`src/rtl/fetch_pkg.sv`:
```
// Shared types and constants for the instruction fetch stage.
// Owns the fetch FSM encoding, the boot PC and the MIPS field positions.
package fetch_pkg;

    typedef logic [31:0] i32;
    typedef logic [5:0]  i6;
    typedef logic [4:0]  i5;

    typedef enum logic [1:0] {
        S_IDLE,
        S_WAIT_ADDR,
        S_WAIT_DATA,
        S_HOLD
    } fetch_state_t;

    localparam i32 RESET_PC  = 32'hBFC0_0000;

    localparam int ICODE_LSB = 26;
    localparam int RS_LSB    = 21;
    localparam int RT_LSB    = 16;
    localparam int RD_LSB    = 11;
    localparam int SA_LSB    = 6;
    localparam int ACODE_LSB = 0;

    function automatic i6 get_icode(input i32 instr);
        return instr[ICODE_LSB +: 6];
    endfunction

    function automatic i5 get_rs(input i32 instr);
        return instr[RS_LSB +: 5];
    endfunction

    function automatic i5 get_rt(input i32 instr);
        return instr[RT_LSB +: 5];
    endfunction

    function automatic i5 get_rd(input i32 instr);
        return instr[RD_LSB +: 5];
    endfunction

    function automatic i5 get_sa(input i32 instr);
        return instr[SA_LSB +: 5];
    endfunction

    function automatic i6 get_acode(input i32 instr);
        return instr[ACODE_LSB +: 6];
    endfunction

endpackage

```
`src/rtl/fetch_if.sv`:
```
// Instruction-bus handshake between the fetch stage (master) and memory (slave).
interface fetch_if;
    import fetch_pkg::*;

    logic ireq_valid;
    i32   ireq_addr;
    logic iresp_addr_ok;
    logic iresp_data_ok;
    i32   iresp_data;

    modport master (
        output ireq_valid,
        output ireq_addr,
        input  iresp_addr_ok,
        input  iresp_data_ok,
        input  iresp_data
    );

    modport slave (
        input  ireq_valid,
        input  ireq_addr,
        output iresp_addr_ok,
        output iresp_data_ok,
        output iresp_data
    );

endinterface

```
`src/rtl/fetch_skid.sv`:
```
// One-entry holding register for an instruction that returned while decode was stalled.
module fetch_skid
    import fetch_pkg::*;
(
    input  logic clk,
    input  logic resetn,
    input  logic load,
    input  logic unload,
    input  i32   load_pc,
    input  i32   load_instr,
    output logic valid,
    output i32   pc,
    output i32   instr
);

    always_ff @(posedge clk or negedge resetn) begin
        if (!resetn) begin
            valid <= 1'b0;
            pc    <= '0;
            instr <= '0;
        end else if (load) begin
            valid <= 1'b1;
            pc    <= load_pc;
            instr <= load_instr;
        end else if (unload) begin
            valid <= 1'b0;
        end
    end

endmodule

```
`src/rtl/fetch_unit.sv`:
```
// Instruction fetch stage: issues one request at a time, owns the F/D register,
// and redirects the fetch PC on taken branches without losing the delay slot.
module fetch_unit
    import fetch_pkg::*;
(
    input  logic     clk,
    input  logic     resetn,
    fetch_if.master  ibus,
    input  logic     D_stall,
    input  logic     d_jump,
    input  i32       d_target,
    output logic     D_valid,
    output i32       D_pc,
    output i6        D_icode,
    output i6        D_acode,
    output i5        D_rs,
    output i5        D_rt,
    output i5        D_rd,
    output i5        D_sa,
    output i32       f_pc,
    output i32       pred_pc
);

    fetch_state_t state, state_next;

    i32   fpc, fpc_next;
    i32   req_pc;
    logic pending, pending_next;
    i32   pend_target, pend_target_next;
    i32   d_instr;

    logic consumed;
    logic d_free;
    logic addr_accept;
    logic data_arrive;
    logic d_load_resp;
    logic skid_load;
    logic skid_unload;
    i32   resp_pc;

    logic skid_valid;
    i32   skid_pc;
    i32   skid_instr;

    assign consumed    = D_valid && !D_stall;
    assign d_free      = !D_valid || consumed;
    assign addr_accept = (state == S_WAIT_ADDR) && ibus.iresp_addr_ok;

    assign ibus.ireq_valid = (state == S_WAIT_ADDR);
    assign ibus.ireq_addr  = fpc;

    // A same-cycle completion belongs to the address still on the bus.
    assign resp_pc = (state == S_WAIT_ADDR) ? fpc : req_pc;

    fetch_skid u_skid (
        .clk        (clk),
        .resetn     (resetn),
        .load       (skid_load),
        .unload     (skid_unload),
        .load_pc    (resp_pc),
        .load_instr (ibus.iresp_data),
        .valid      (skid_valid),
        .pc         (skid_pc),
        .instr      (skid_instr)
    );

    always_ff @(posedge clk or negedge resetn) begin
        if (!resetn) begin
            state       <= S_IDLE;
            fpc         <= RESET_PC;
            req_pc      <= '0;
            pending     <= 1'b0;
            pend_target <= '0;
        end else begin
            state       <= state_next;
            fpc         <= fpc_next;
            pending     <= pending_next;
            pend_target <= pend_target_next;
            if (addr_accept) begin
                req_pc <= fpc;
            end
        end
    end

    always_comb begin
        state_next  = state;
        data_arrive = 1'b0;
        d_load_resp = 1'b0;
        skid_load   = 1'b0;
        skid_unload = 1'b0;

        case (state)
            S_IDLE: begin
                if (!skid_valid) begin
                    state_next = S_WAIT_ADDR;
                end
            end
            S_WAIT_ADDR: begin
                if (ibus.iresp_addr_ok) begin
                    if (ibus.iresp_data_ok) begin
                        data_arrive = 1'b1;
                    end else begin
                        state_next = S_WAIT_DATA;
                    end
                end
            end
            S_WAIT_DATA: begin
                if (ibus.iresp_data_ok) begin
                    data_arrive = 1'b1;
                end
            end
            S_HOLD: begin
                if (consumed) begin
                    skid_unload = 1'b1;
                    state_next  = S_IDLE;
                end
            end
            default: begin
                state_next = S_IDLE;
            end
        endcase

        if (data_arrive) begin
            if (d_free) begin
                d_load_resp = 1'b1;
                state_next  = S_IDLE;
            end else begin
                skid_load  = 1'b1;
                state_next = S_HOLD;
            end
        end
    end

    // Redirect: if the slot is already past the bus, jump now; otherwise the
    // slot's own acceptance carries the target into fpc.
    always_comb begin
        fpc_next         = fpc;
        pending_next     = pending;
        pend_target_next = pend_target;

        if (addr_accept) begin
            fpc_next     = pending ? pend_target : fpc + 32'd4;
            pending_next = 1'b0;
        end

        if (consumed && d_jump) begin
            if (fpc == D_pc + 32'd8) begin
                fpc_next = d_target;
            end else if (fpc == D_pc + 32'd4) begin
                if (addr_accept) begin
                    fpc_next = d_target;
                end else begin
                    pending_next     = 1'b1;
                    pend_target_next = d_target;
                end
            end
        end
    end

    // A consumed instruction with nothing behind it leaves a bubble (sll $0,$0,0).
    always_ff @(posedge clk or negedge resetn) begin
        if (!resetn) begin
            D_valid <= 1'b0;
            D_pc    <= '0;
            d_instr <= '0;
        end else if (d_load_resp) begin
            D_valid <= 1'b1;
            D_pc    <= resp_pc;
            d_instr <= ibus.iresp_data;
        end else if (skid_unload) begin
            D_valid <= 1'b1;
            D_pc    <= skid_pc;
            d_instr <= skid_instr;
        end else if (consumed) begin
            D_valid <= 1'b0;
            d_instr <= '0;
        end
    end

    assign D_icode = get_icode(d_instr);
    assign D_rs    = get_rs(d_instr);
    assign D_rt    = get_rt(d_instr);
    assign D_rd    = get_rd(d_instr);
    assign D_sa    = get_sa(d_instr);
    assign D_acode = get_acode(d_instr);

    assign f_pc    = D_pc + 32'd4;
    assign pred_pc = D_pc + 32'd8;

endmodule
```
`src/flat_wrapper.sv`:
```
// flat-port wrapper written by rule: the top's interface ports become plain ports
module fetch_unit_flat import fetch_pkg::*;
  (clk, resetn, D_stall, d_jump, d_target, D_valid, D_pc, D_icode, D_acode, D_rs, D_rt, D_rd, D_sa, f_pc, pred_pc, ibus_ireq_valid, ibus_ireq_addr, ibus_iresp_addr_ok, ibus_iresp_data_ok, ibus_iresp_data);
  fetch_if ibus_i ();
  input  logic clk;
  input  logic resetn;
  input  logic D_stall;
  input  logic d_jump;
  input  i32 d_target;
  output logic D_valid;
  output i32 D_pc;
  output i6 D_icode;
  output i6 D_acode;
  output i5 D_rs;
  output i5 D_rt;
  output i5 D_rd;
  output i5 D_sa;
  output i32 f_pc;
  output i32 pred_pc;
  output wire logic [$bits(ibus_i.ireq_valid)-1:0] ibus_ireq_valid;
  output wire logic [$bits(ibus_i.ireq_addr)-1:0] ibus_ireq_addr;
  input wire logic [$bits(ibus_i.iresp_addr_ok)-1:0] ibus_iresp_addr_ok;
  input wire logic [$bits(ibus_i.iresp_data_ok)-1:0] ibus_iresp_data_ok;
  input wire logic [$bits(ibus_i.iresp_data)-1:0] ibus_iresp_data;
  assign ibus_ireq_valid = ibus_i.ireq_valid;
  assign ibus_ireq_addr = ibus_i.ireq_addr;
  assign ibus_i.iresp_addr_ok = ibus_iresp_addr_ok;
  assign ibus_i.iresp_data_ok = ibus_iresp_data_ok;
  assign ibus_i.iresp_data = ibus_iresp_data;
  fetch_unit u_core (.clk(clk), .resetn(resetn), .ibus(ibus_i), .D_stall(D_stall), .d_jump(d_jump), .d_target(d_target), .D_valid(D_valid), .D_pc(D_pc), .D_icode(D_icode), .D_acode(D_acode), .D_rs(D_rs), .D_rt(D_rt), .D_rd(D_rd), .D_sa(D_sa), .f_pc(f_pc), .pred_pc(pred_pc));
endmodule
```
`config.mk`:
```
export PLATFORM = sky130hd
export DESIGN_NAME = fetch_unit_flat
export DESIGN_NICKNAME = d
export VERILOG_FILES = /design/src/rtl/fetch_pkg.sv /design/src/rtl/fetch_if.sv /design/src/rtl/fetch_skid.sv /design/src/rtl/fetch_unit.sv /design/src/flat_wrapper.sv
export SDC_FILE = /design/constraint.sdc
export NUM_CORES = 1
export LEC_CHECK = 0
export ABC_AREA = 1
export BUFFER_PORTS_ARGS = -buffer_cell sky130_fd_sc_hd__buf_4
export CAP_MARGIN = 10
export CORE_ASPECT_RATIO = 1.75
export CORE_MARGIN = 2
export CORE_UTILIZATION = 46
export CTS_CLUSTER_SIZE = 25
export DETAILED_ROUTE_END_ITERATION = 8
export MAX_ROUTING_LAYER = met4
export PLACE_DENSITY = 0.67
export SLEW_MARGIN = 10
export SYNTH_ARGS = -nofsm -noshare
export SYNTH_HDL_FRONTEND = slang
export SYNTH_SLANG_ARGS = --single-unit
```
`constraint.sdc`:
```
create_clock -name clk -period 2.9 [get_ports clk]
set_input_delay 0.29 -clock clk [delete_from_list [all_inputs] [get_ports clk]]
set_output_delay 0.29 -clock clk [all_outputs]
set_load 0.05 [all_outputs]
```
==> flow_summary.yaml, run 1 <==
cts:
  cts-root-buf: "clkbuf_16"
  clkSlewWorstSetupHoldPaths_ns: 0.07
  numClockSinks: 229
  cts_tree: "yes"
  clock_path_buffers: 3
  cts_buffers: 23
  insertion_delay_ns: 0.55
  htreeDepth: 1
yosys:
  yosysWarnings: 0
  synth_top_family_by_area: "simple AND/OR/NAND/NOR gates"
  synth_ff_type: "dfrtp_1"
  synth_top_area_share_pct: 36.0
  yosys.area_share.simple_pct: 39.4
  synth_xor_area_share_pct: 0.639
  synth-compound-area-share_pct: 13.1
  ys_seq_area_share_pct: 37.6
  synthAdderAreaFrac_pct: 0.737
  synth_area_per_cell_um2: 6.77
  synthesis.nets: 2335
  synth_area_mm2: 0.0153
  synth.distinct_cells: 44
  muxShareOfSynthArea_pct: 0
  synthCells: 2256
  yosys-top-cells-area: "dfrtp_1, nand2_1, nand3_1, o21ai_0, inv_1"
  async_flop_share_pct: 100
  synth_seq_cells: 229
  synth-edff-count: 0
  synth_top_area_cell: "dfrtp_1"
die:
  dieArea_mm2: 0.0347
  fp-row-count: 88
  initial_core_util_pct: 46.5
  die_y_um: 245
  io-pin-count: 232
  core_area_mm2: 0.0328
  die_w_um: 142
routing:
  drtIter0Drc: 1211
  drt_first_pass_iters: 6
  post_drt_via_cell_ratio: 5.76
  wirelength_um: 68900
  antenna_left: 0
  drc: 0
  wl_per_cell_um: 22.5
  num_vias: 17632
critical_path:
  startpoint_type: "flip-flop"
  cp.arrival_ns: 3.34
  crit_chain: "buf_4, clkinvlp_4, nor2_4, buf_4, nand4_1, nand2_1, nand2_1, nand2_1, nand2_1, nor2_1, buf_4, nand3_2, nor2_4, nand3_4, buf_12, o21ai_0, nand2_1, nand2_1"
  critPathMaxFanout: 18
  cpPeakStageDelay_ns: 0.46
  crit_path_frequent_cell: "nand2_1"
  cp.required_ns: 3.39
  end_kind: "flip-flop"
  path_class: "reg -> reg"
  slowest_stage: "dfrtp_2"
outcome:
  status: "completed"
sta:
  slew_headroom_pct: 40.2
  period_minus_slack_ns: 2.86
  drv_slew: 0
  max_freq_ghz: 0.350
  rsz0062_at_grt: "yes"
  hold_viol: 0
  setup_viol: 0
  tns_ns: 0
  fin_crit_sh_pct: 98.5
  worst_slew_pin_slew_ns: 0.897
  fin_skew_ns: 0.0144
cells_and_area:
  stdcell_count: 3060
  seq_area_mm2: 0.00577
  multi_input_area_mm2: 0.00859
  drive_gt1_share_pct: 26.2
  final_net_count: 2716
  utilization_pct: 61.8
  synthToLayoutAreaGrowth_pct: 32.8
  nFillCells: 3057
flow_run:
  drv_cap: 0
global_routing:
  antenna_found_initial: 1
  overflow: 0
  grtUsageTotal_pct: 40.1
  grt_max_degree: 91
  grt_pass1_vias: 17336
  grt_pass1_wl_um: 102000
placement:
  place.detailed.hpwl_um: 52300
  gp_congestion: 1.13
  numPortBuffers: 231
  place_inst: 2957
power:
  powerDensity_mw_per_mm2: 1110
  ir_worst_vdd_mv: 0.627
  power.total_mw: 22.4
  p_leak_nw: 10.4
hold_path:
  hp-class: "in -> reg"
-- through the flow --
| stage | worst slack (ns) | hold WS, ns | area, um^2 |
|---|---|---|---|
| after detailed placement | -0.0933 | 0.344 | 18600 |
| after floorplan | 0.00448 | -0.00559 | 15400 |
| final | 0.0449 | 0.0131 | 20300 |
| after global placement | -0.0548 | 0.330 | 18600 |
| after CTS | 0.00674 | 0.00414 | 19700 |
| after global routing | -0.0372 | 0.0266 | 20300 |
-- timing repair --
item / 4_1_cts / 5_1_grt
hold buffers: 34 / 0
pin swaps: 1 / 9
resized for setup: 6 / 95
cloned: 0 / 4
setup buffers: 0 / 22
endpoints found under the setup margin: 63 / 71
hold endpoints to repair: 138 / 0
-- flip-flops by register name (all words and copies together) (netlist names) --
name,cells
u_core.D_pc,32
u_core.d_instr,32
u_core.ibus.ireq_addr,32
u_core.pend_target,32
u_core.req_pc,32
u_core.u_skid.instr,32
u_core.u_skid.pc,32
u_core.state,2
u_core.D_valid,1
u_core.pending,1
u_core.u_skid.valid,1
-- worst max-delay path, delay by kind of cell, from the launching register on --
kind                   cells  cell delay [ns]
buffers and inverters      5             0.74
and+or+nand+nor           12             1.42
DFF                        1             0.46
AOI/OAI and AO/OA          1             0.17
-- Yosys cell counts, types with 8 or more instances --
library cell,number
a21oi_1,25
buf_2,8
buf_6,8
clkbuf_1,83
dfrtp_1,220
dfstp_2,9
ha_1,9
inv_1,202
nand2_1,830
nand2_2,21
nand2_4,9
nand3_1,269
nand4_1,44
nor2_1,128
nor2_2,12
nor2_4,16
nor3_1,17
o211ai_1,41
o21ai_0,157
o21ai_1,18
o21ai_2,29
o311ai_0,34
-- power by group --
group | internal [mW] | switching (mW)
Combinational | 4.18 | 9.75
Sequential | 4.35 | 0.970
Clock | 1.78 | 1.37
Total | 10.3 | 12.1
-- per-layer routing --
metal  GRT usage [%]  wire, um  share of wire [%]  vias up
met4            33.1      7130                 10        0
met5               -         0                  0        -
met3            5.95      4530                6.6      313
met1            41.5     23700                 34     8267
met2            67.0     33500                 49      914
li1                -         -                  -     8138
-- cell type report --
type	instances	area share [%]
clock inverters	13	0.740
repair buffers	467	18.8
inverters	213	4.01
well taps	405	2.50
diodes	1	0.0123
flip-flops and latches	229	28.5
clock buffers	29	3.05
multi-input cells	1703	42.4
-- layout by cell type, fill, tap and decap left out, types with 4 or more instances in the layout --
cell / instances
clkinv_2: 7
clkbuf_1: 4
o21ai_2: 31
o21ai_1: 23
o211ai_1: 41
nand3_1: 259
buf_4: 411
inv_2: 9
ha_1: 6
o221ai_1: 4
nor2_8: 6
inv_1: 195
dfrtp_2: 26
nor2_4: 27
nand4_1: 44
buf_12: 11
dfrtp_1: 194
nand3_2: 12
nand2_1: 790
nor2_1: 110
o21ai_0: 150
nor2_2: 19
dlygate4sd3_1: 34
clkinvlp_4: 4
buf_6: 6
xor2_1: 5
nand2_2: 52
a21oi_1: 24
o21bai_1: 5
nand2_4: 16
o311ai_0: 34
nor3_1: 17
dfstp_2: 9
clkbuf_16: 26
clkinv_1: 5
-- logic make-up after synthesis --
| group | count (synthesis) |
|---|---|
| buffers and inverters | 324 |
| AO/OA/AOI/OAI | 321 |
| flip-flops | 229 |
| XOR/XNOR | 8 |
| AND/OR/NAND/NOR | 1365 |
| adder cells (fa/ha/maj) | 9 |
-- path summary, 6_finish.rpt --
kind	startpoint	endpoint	slack, ns	cells after the start
max	u_core.D_pc[3]	u_core.ibus.ireq_addr[26]	0.04	18
min	d_target[1]	u_core.pend_target[1]	0.01	3
max reg2reg	u_core.D_pc[3]	u_core.ibus.ireq_addr[26]	0.04	18
min reg2reg	u_core.u_skid.pc[2]	u_core.u_skid.pc[2]	0.47	2
max in group asynchronous	resetn	u_core.ibus.ireq_addr[28]	1.72	3
min in group asynchronous	resetn	u_core.u_skid.instr[8]	0.33	2
No activity file was read; power rests on OpenSTA's default activity.
==> run 2, diff against run 1 <==
--- a/config.mk
+++ b/config.mk
@@ -14,7 +14,8 @@
 export CTS_CLUSTER_SIZE = 25
 export DETAILED_ROUTE_END_ITERATION = 8
 export MAX_ROUTING_LAYER = met4
-export PLACE_DENSITY = 0.67
+export PLACE_DENSITY_LB_ADDON = 0.05
+export RECOVER_POWER = 25
 export SLEW_MARGIN = 10
 export SYNTH_ARGS = -nofsm -noshare
 export SYNTH_HDL_FRONTEND = slang
==> run 2 against run 1 <==
Against the previous run: the run now ends with capacitance limit, slew limit, setup timing left; global-route usage grew 1.3 points; first-iteration DRC count grew 40%; die area is the same; setup slack lost 0.060 ns; sequential share of layout area shrank 1.3 points; cell count grew 2.0%; combinational power grew 5%; clock skew shrank 0.0023 ns; flip-flop and latch count is the same; fmax shrank 2.0%; clock power grew 3%; sequential power is essentially flat.
==> flow_summary.yaml, run 2 (synthesis results as in run 1) <==
outcome:
  status: "finished with violations"
  failed_checks: "capacitance limit, slew limit, setup timing"
critical_path:
  critPathMaxFanout: 6
  end_kind: "flip-flop"
  cp.arrival_ns: 3.35
  path_class: "reg -> reg"
  cp.required_ns: 3.34
  startpoint_type: "flip-flop"
routing:
  drtIter0Drc: 1701
  antenna_left: 0
  drt_first_pass_iters: 6
  num_vias: 18235
  wl_met2_um: 35200
  wirelength_um: 71800
  wl_met1_um: 23900
  wl_per_cell_um: 23.0
  dr.max_layer_used: "met4"
  post_drt_via_cell_ratio: 5.84
  met3_length_um: 5030
  drc: 0
die:
  core_area_mm2: 0.0328
  die_w_um: 142
  fp-row-count: 88
  initial_core_util_pct: 46.5
  dieArea_mm2: 0.0347
  die_y_um: 245
  io-pin-count: 232
cells_and_area:
  nFillCells: 2960
  final_net_count: 2777
  drive_gt1_share_pct: 30.5
  finish.instance_area_mm2: 0.0212
  final_common_cell: "nand2_1"
  utilization_pct: 64.7
  synthToLayoutAreaGrowth_pct: 38.9
  diodes: 0
  layout_common_cells: "nand2_1, buf_4, nand3_1"
  multi_input_area_mm2: 0.00905
  seq_area_mm2: 0.00577
power:
  p_leak_nw: 10.8
  p_comb_share_pct: 63.0
  powerDensity_mw_per_mm2: 1100
  internal_power_mw: 10.7
  switching_share_pct: 53.8
  power_switching_mw: 12.5
  power.total_mw: 23.3
  ir_worst_vdd_mv: 1.15
  p_seq_share_pct: 23.0
  pwr-share-clk_pct: 14.0
sta:
  setup_slack_ns: -0.0148
  setup_viol: 8
  whs_ns: 0.00998
  max_freq_ghz: 0.343
  worst_slew_pin_slew_ns: 2.05
  drv_slew: 68
  slew_headroom_pct: -36.7
  fin_crit_sh_pct: 101
  fin_skew_ns: 0.0120
  period_minus_slack_ns: 2.91
  hold_viol: 0
  rsz0062_at_grt: "yes"
global_routing:
  grt_pass1_vias: 17517
  antenna_found_initial: 0
  overflow: 0
  grt_max_degree: 98
  grt_pass1_wl_um: 105000
  grtUsageTotal_pct: 41.4
cts:
  cts_tree: "yes"
  cts_buffers: 23
  clkSlewWorstSetupHoldPaths_ns: 0.07
  htreeDepth: 1
  cts-root-buf: "clkbuf_16"
  numClockSinks: 229
  clock_path_buffers: 3
  insertion_delay_ns: 0.55
hold_path:
  hp-class: "in -> reg"
placement:
  preCtsSetupSlack_ns: -0.198
  gp_congestion: 1.06
  placed_area_mm2: 0.0188
  numPortBuffers: 231
  place.detailed.hpwl_um: 54400
flow_run:
  drv_cap: 1
-- run 2: worst paths after layout --
check	startpoint	end	slack (ns)	depth (start not counted)
setup / recovery	u_core.D_pc[4]	u_core.pend_target[22]	-0.01	17
hold / removal	d_target[0]	u_core.pend_target[0]	0.01	3
setup reg to reg	u_core.D_pc[4]	u_core.pend_target[22]	-0.01	17
hold reg to reg	u_core.u_skid.pc[31]	u_core.u_skid.pc[31]	0.47	2
max in group asynchronous	resetn	u_core.ibus.ireq_addr[0]	0.35	3
min in group asynchronous	resetn	u_core.D_pc[26]	0.84	2
-- run 2: cell type report --
cell class                 instances  share of cell area, %
multi-input combinational       1705                   42.6
sequential                       229                   27.2
clock buffer                      26                   2.81
clock inverter                    16                  0.955
tap                              405                   2.39
timing repair buffer             526                   20.2
inverter                         213                   3.82
-- run 2: timing repair --
item | 4_1_cts | 5_1_grt
endpoints found under the hold margin | 126 | 0
hold buffers | 35 | 0
pin swaps | 0 | 52
cloned | 0 | 5
resized for setup | 8 | 210
buffers inserted | 5 | 40
setup endpoints to repair | 61 | 84
-- run 2: critical path, cell delays in order, from the launching register on --
cell	delay, ns
dfrtp_2	0.45
nand2_2	0.12
buf_4	0.18
nor2_4	0.20
nand2_4	0.15
nor2_8	0.21
nand3_2	0.11
nand2_2	0.13
nand2_1	0.06
nand2_1	0.11
nand3_1	0.13
nor2_4	0.14
nand3_4	0.14
nor2_4	0.16
nand2_4	0.13
clkbuf_16	0.23
nand2_4	0.06
o21ai_2	0.05
-- run 2: per-layer routing --
layer,GRT usage (%),up-vias
met2,69.9,1055
met4,32.4,0
met1,42.9,8570
met3,6.13,356
met5,-,-
li1,-,8254
-- run 2: power by group through the flow --
stage / Sequential [mW] / Clock, mW / Combinational (mW)
after floorplan: 6.82 / 0 / 6.46
after global placement: 5.30 / 0 / 13.4
after detailed placement: 5.33 / 0 / 13.5
after CTS: 5.26 / 3.28 / 13.7
after global routing: 5.42 / 3.39 / 15.5
final: 5.34 / 3.27 / 14.6
-- run 2: per-stage QoR --
stage / std cells / TNS [ns]
5_1_grt: 3120 / -5.43
4_1_cts: 3075 / 0
3_3_place_gp: 2993 / -1.85
3_5_place_dp: 2993 / -4.91
6_report: 3120 / -0.0390
2_1_floorplan: 2256 / 0
==> run 3, diff against run 2 <==
--- a/config.mk
+++ b/config.mk
@@ -5,8 +5,7 @@
 export SDC_FILE = /design/constraint.sdc
 export NUM_CORES = 1
 export LEC_CHECK = 0
-export ABC_AREA = 1
-export BUFFER_PORTS_ARGS = -buffer_cell sky130_fd_sc_hd__buf_4
+export BUFFER_PORTS_ARGS = -buffer_cell sky130_fd_sc_hd__buf_2
 export CAP_MARGIN = 10
 export CORE_ASPECT_RATIO = 1.75
 export CORE_MARGIN = 2
@@ -19,4 +18,5 @@
 export SLEW_MARGIN = 10
 export SYNTH_ARGS = -nofsm -noshare
 export SYNTH_HDL_FRONTEND = slang
+export SYNTH_HIERARCHICAL = 1
 export SYNTH_SLANG_ARGS = --single-unit
==> run 3 against run 2 <==
Against the previous run: the run still ends with capacitance limit, slew limit, setup timing left; global-route usage decreased by 5.6 points; flip-flop and latch count unchanged; power decreased by 3.5%; critical endpoint is now u_core/ibus.ireq_addr[12].
==> flow_summary.yaml, run 3 <==
cts:
  clock_path_buffers: 3
  insertion_delay_ns: 0.52
  numClockSinks: 229
  cts_tree: "yes"
  cts-root-buf: "clkbuf_16"
  cts_buffers: 21
  htreeDepth: 1
  clkSlewWorstSetupHoldPaths_ns: 0.07
routing:
  antenna_left: 0
  drc: 0
  wl_per_cell_um: 22.6
  drt_first_pass_iters: 7
  wirelength_um: 56300
  num_vias: 14231
  drtIter0Drc: 979
  post_drt_via_cell_ratio: 5.71
die:
  dieArea_mm2: 0.0322
  initial_core_util_pct: 46.4
  die_w_um: 137
  core_area_mm2: 0.0305
  fp-row-count: 85
  io-pin-count: 232
  die_y_um: 236
placement:
  place.detailed.hpwl_um: 40700
  place_inst: 2381
  gp_congestion: 0.995
  placed_area_mm2: 0.0178
  numPortBuffers: 231
sta:
  worst_slew_pin_slew_ns: 2.13
  slew_headroom_pct: -41.8
  whs_ns: 0.0114
  setup_viol: 70
  fin_skew_ns: 0.0121
  rsz0062_at_grt: "yes"
  drv_slew: 80
  hold_viol: 0
  max_freq_ghz: 0.286
  period_minus_slack_ns: 3.50
  setup_slack_ns: -0.602
  fin_crit_sh_pct: 121
critical_path:
  cp.arrival_ns: 3.91
  r2r_setup_slack_ns: -0.60
  critPathMaxFanout: 4
  crit_family: "simple AND/OR/NAND/NOR gates"
  crit_path_frequent_cell: "or4_4"
  slowest_stage: "or4_4"
  startpoint_type: "flip-flop"
  path_class: "reg -> reg"
  cpPeakStageDelay_ns: 0.59
  end_kind: "flip-flop"
  crit_chain: "ha_4, buf_6, nand3_4, nand2b_4, or4_4, a21oi_4, nand3_2, or4_1, or4_4, a211o_1, and3_1"
  critPathBufInv: 1
  cp.required_ns: 3.30
yosys:
  synth_ff_type: "dfrtp_1"
  synth_top_area_share_pct: 38.9
  synth_top_area_cell: "dfrtp_1"
  ys_seq_area_share_pct: 40.6
  synth_area_per_cell_um2: 9.01
  synth_common_cells: "nand2_1, dfrtp_1, nor2_1"
  synth.distinct_cells: 82
  synth_seq_cells: 229
  yosys-top-cells-area: "dfrtp_1, nand2_1, mux2_4, xnor2_1, mux2_2"
  synthCells: 1570
  synthesis.nets: 1647
  synth_area_mm2: 0.0141
  async_flop_share_pct: 100
  yosysWarnings: 6
  synth-edff-count: 0
  yosysMostFrequentCell: "nand2_1"
hold_path:
  hp-class: "in -> reg"
flow_run:
  drv_cap: 1
global_routing:
  overflow: 0
  grt_pass1_vias: 14430
  antenna_found_initial: 0
  grt_pass1_wl_um: 84900
  grt_max_degree: 97
  grtUsageTotal_pct: 35.8
cells_and_area:
  diodes: 0
  synthToLayoutAreaGrowth_pct: 44.2
  final_net_count: 2164
  nFillCells: 2559
  seq_area_mm2: 0.00577
  stdcell_count: 2493
  final_common_cell: "buf_4"
  finish.instance_area_mm2: 0.0204
  layout_common_cells: "buf_4, nand2_1, buf_2"
  utilization_pct: 66.8
  drive_gt1_share_pct: 45.9
  multi_input_area_mm2: 0.00854
power:
  power.total_mw: 22.4
  ir_worst_vdd_mv: 0.992
  powerDensity_mw_per_mm2: 1100
  p_leak_nw: 10.1
outcome:
  failed_checks: "capacitance limit, slew limit, setup timing"
  status: "finished with violations"
==> run 3: logic make-up after synthesis <==
kind of cell               share of synthesized area (%)
and+or+nand+nor                                     23.9
AOI/OAI and AO/OA                                   12.0
DFF                                                 40.6
buffers and inverters                               5.69
xor gates and xnor gates                            7.27
muxes                                               9.98
adders and majority gates                          0.619
==> run 3: layer usage <==
metal  GRT usage (%)  up-vias  wire length, um
li1                -     6504                -
met3            4.69      197             2980
met1            39.7     6930            20600
met4            25.1        0             5000
met2            58.7      600            27700
met5               -        -                0
==> run 3: layout make-up <==
type	instances	area share, %
clock buffer	29	2.87
clock inverter	9	0.399
tap	391	2.40
multi-input combinational	1184	41.8
inverter	19	0.350
timing repair buffer	632	23.9
sequential	229	28.3
==> run 3: worst paths after layout <==
path,start,end,depth (start not counted)
min,d_target[2],u_core/ibus.ireq_addr[2],3
min in group asynchronous,resetn,u_core/D_pc[5],2
max reg2reg,u_core/D_pc[3],u_core/ibus.ireq_addr[12],11
max,u_core/D_pc[3],u_core/ibus.ireq_addr[12],11
max in group asynchronous,resetn,u_core/pend_target[13],3
min reg2reg,u_core/pend_target[3],u_core/pend_target[3],2
==> run 3: power breakdown <==
group          internal, mW  total, mW  switching (mW)
clock                  1.51       2.76            1.24
sequential             4.17       4.94           0.762
combinational          5.50       14.7            9.25
==> run 3: repair_timing <==
item	4_1_cts	5_1_grt
setup buffers	50	18
hold endpoints to repair	86	0
hold buffers	12	0
endpoints found under the setup margin	82	91
resized for setup	134	181
pin swaps	47	56
gates cloned	7	1
==> run 3: stage by stage <==
| step | setup TNS [ns] | worst slack (ns) |
|---|---|---|
| detailed placement | -47.97 | -0.911 |
| floorplan | -23.76 | -0.534 |
| finish | -27.91 | -0.602 |
| global route | -41.51 | -0.637 |
| CTS | -28.65 | -0.611 |
| global placement | -47.29 | -0.890 |
==> run 3: worst register-to-register path, cell delays in order, from the launching register on <==
cell and delay [ns]:
dfrtp_4 0.43, ha_4 0.14, buf_6 0.09, nand3_4 0.12, nand2b_4 0.21, or4_4 0.59
a21oi_4 0.33, nand3_2 0.14, or4_1 0.41, or4_4 0.49, a211o_1 0.28, and3_1 0.16
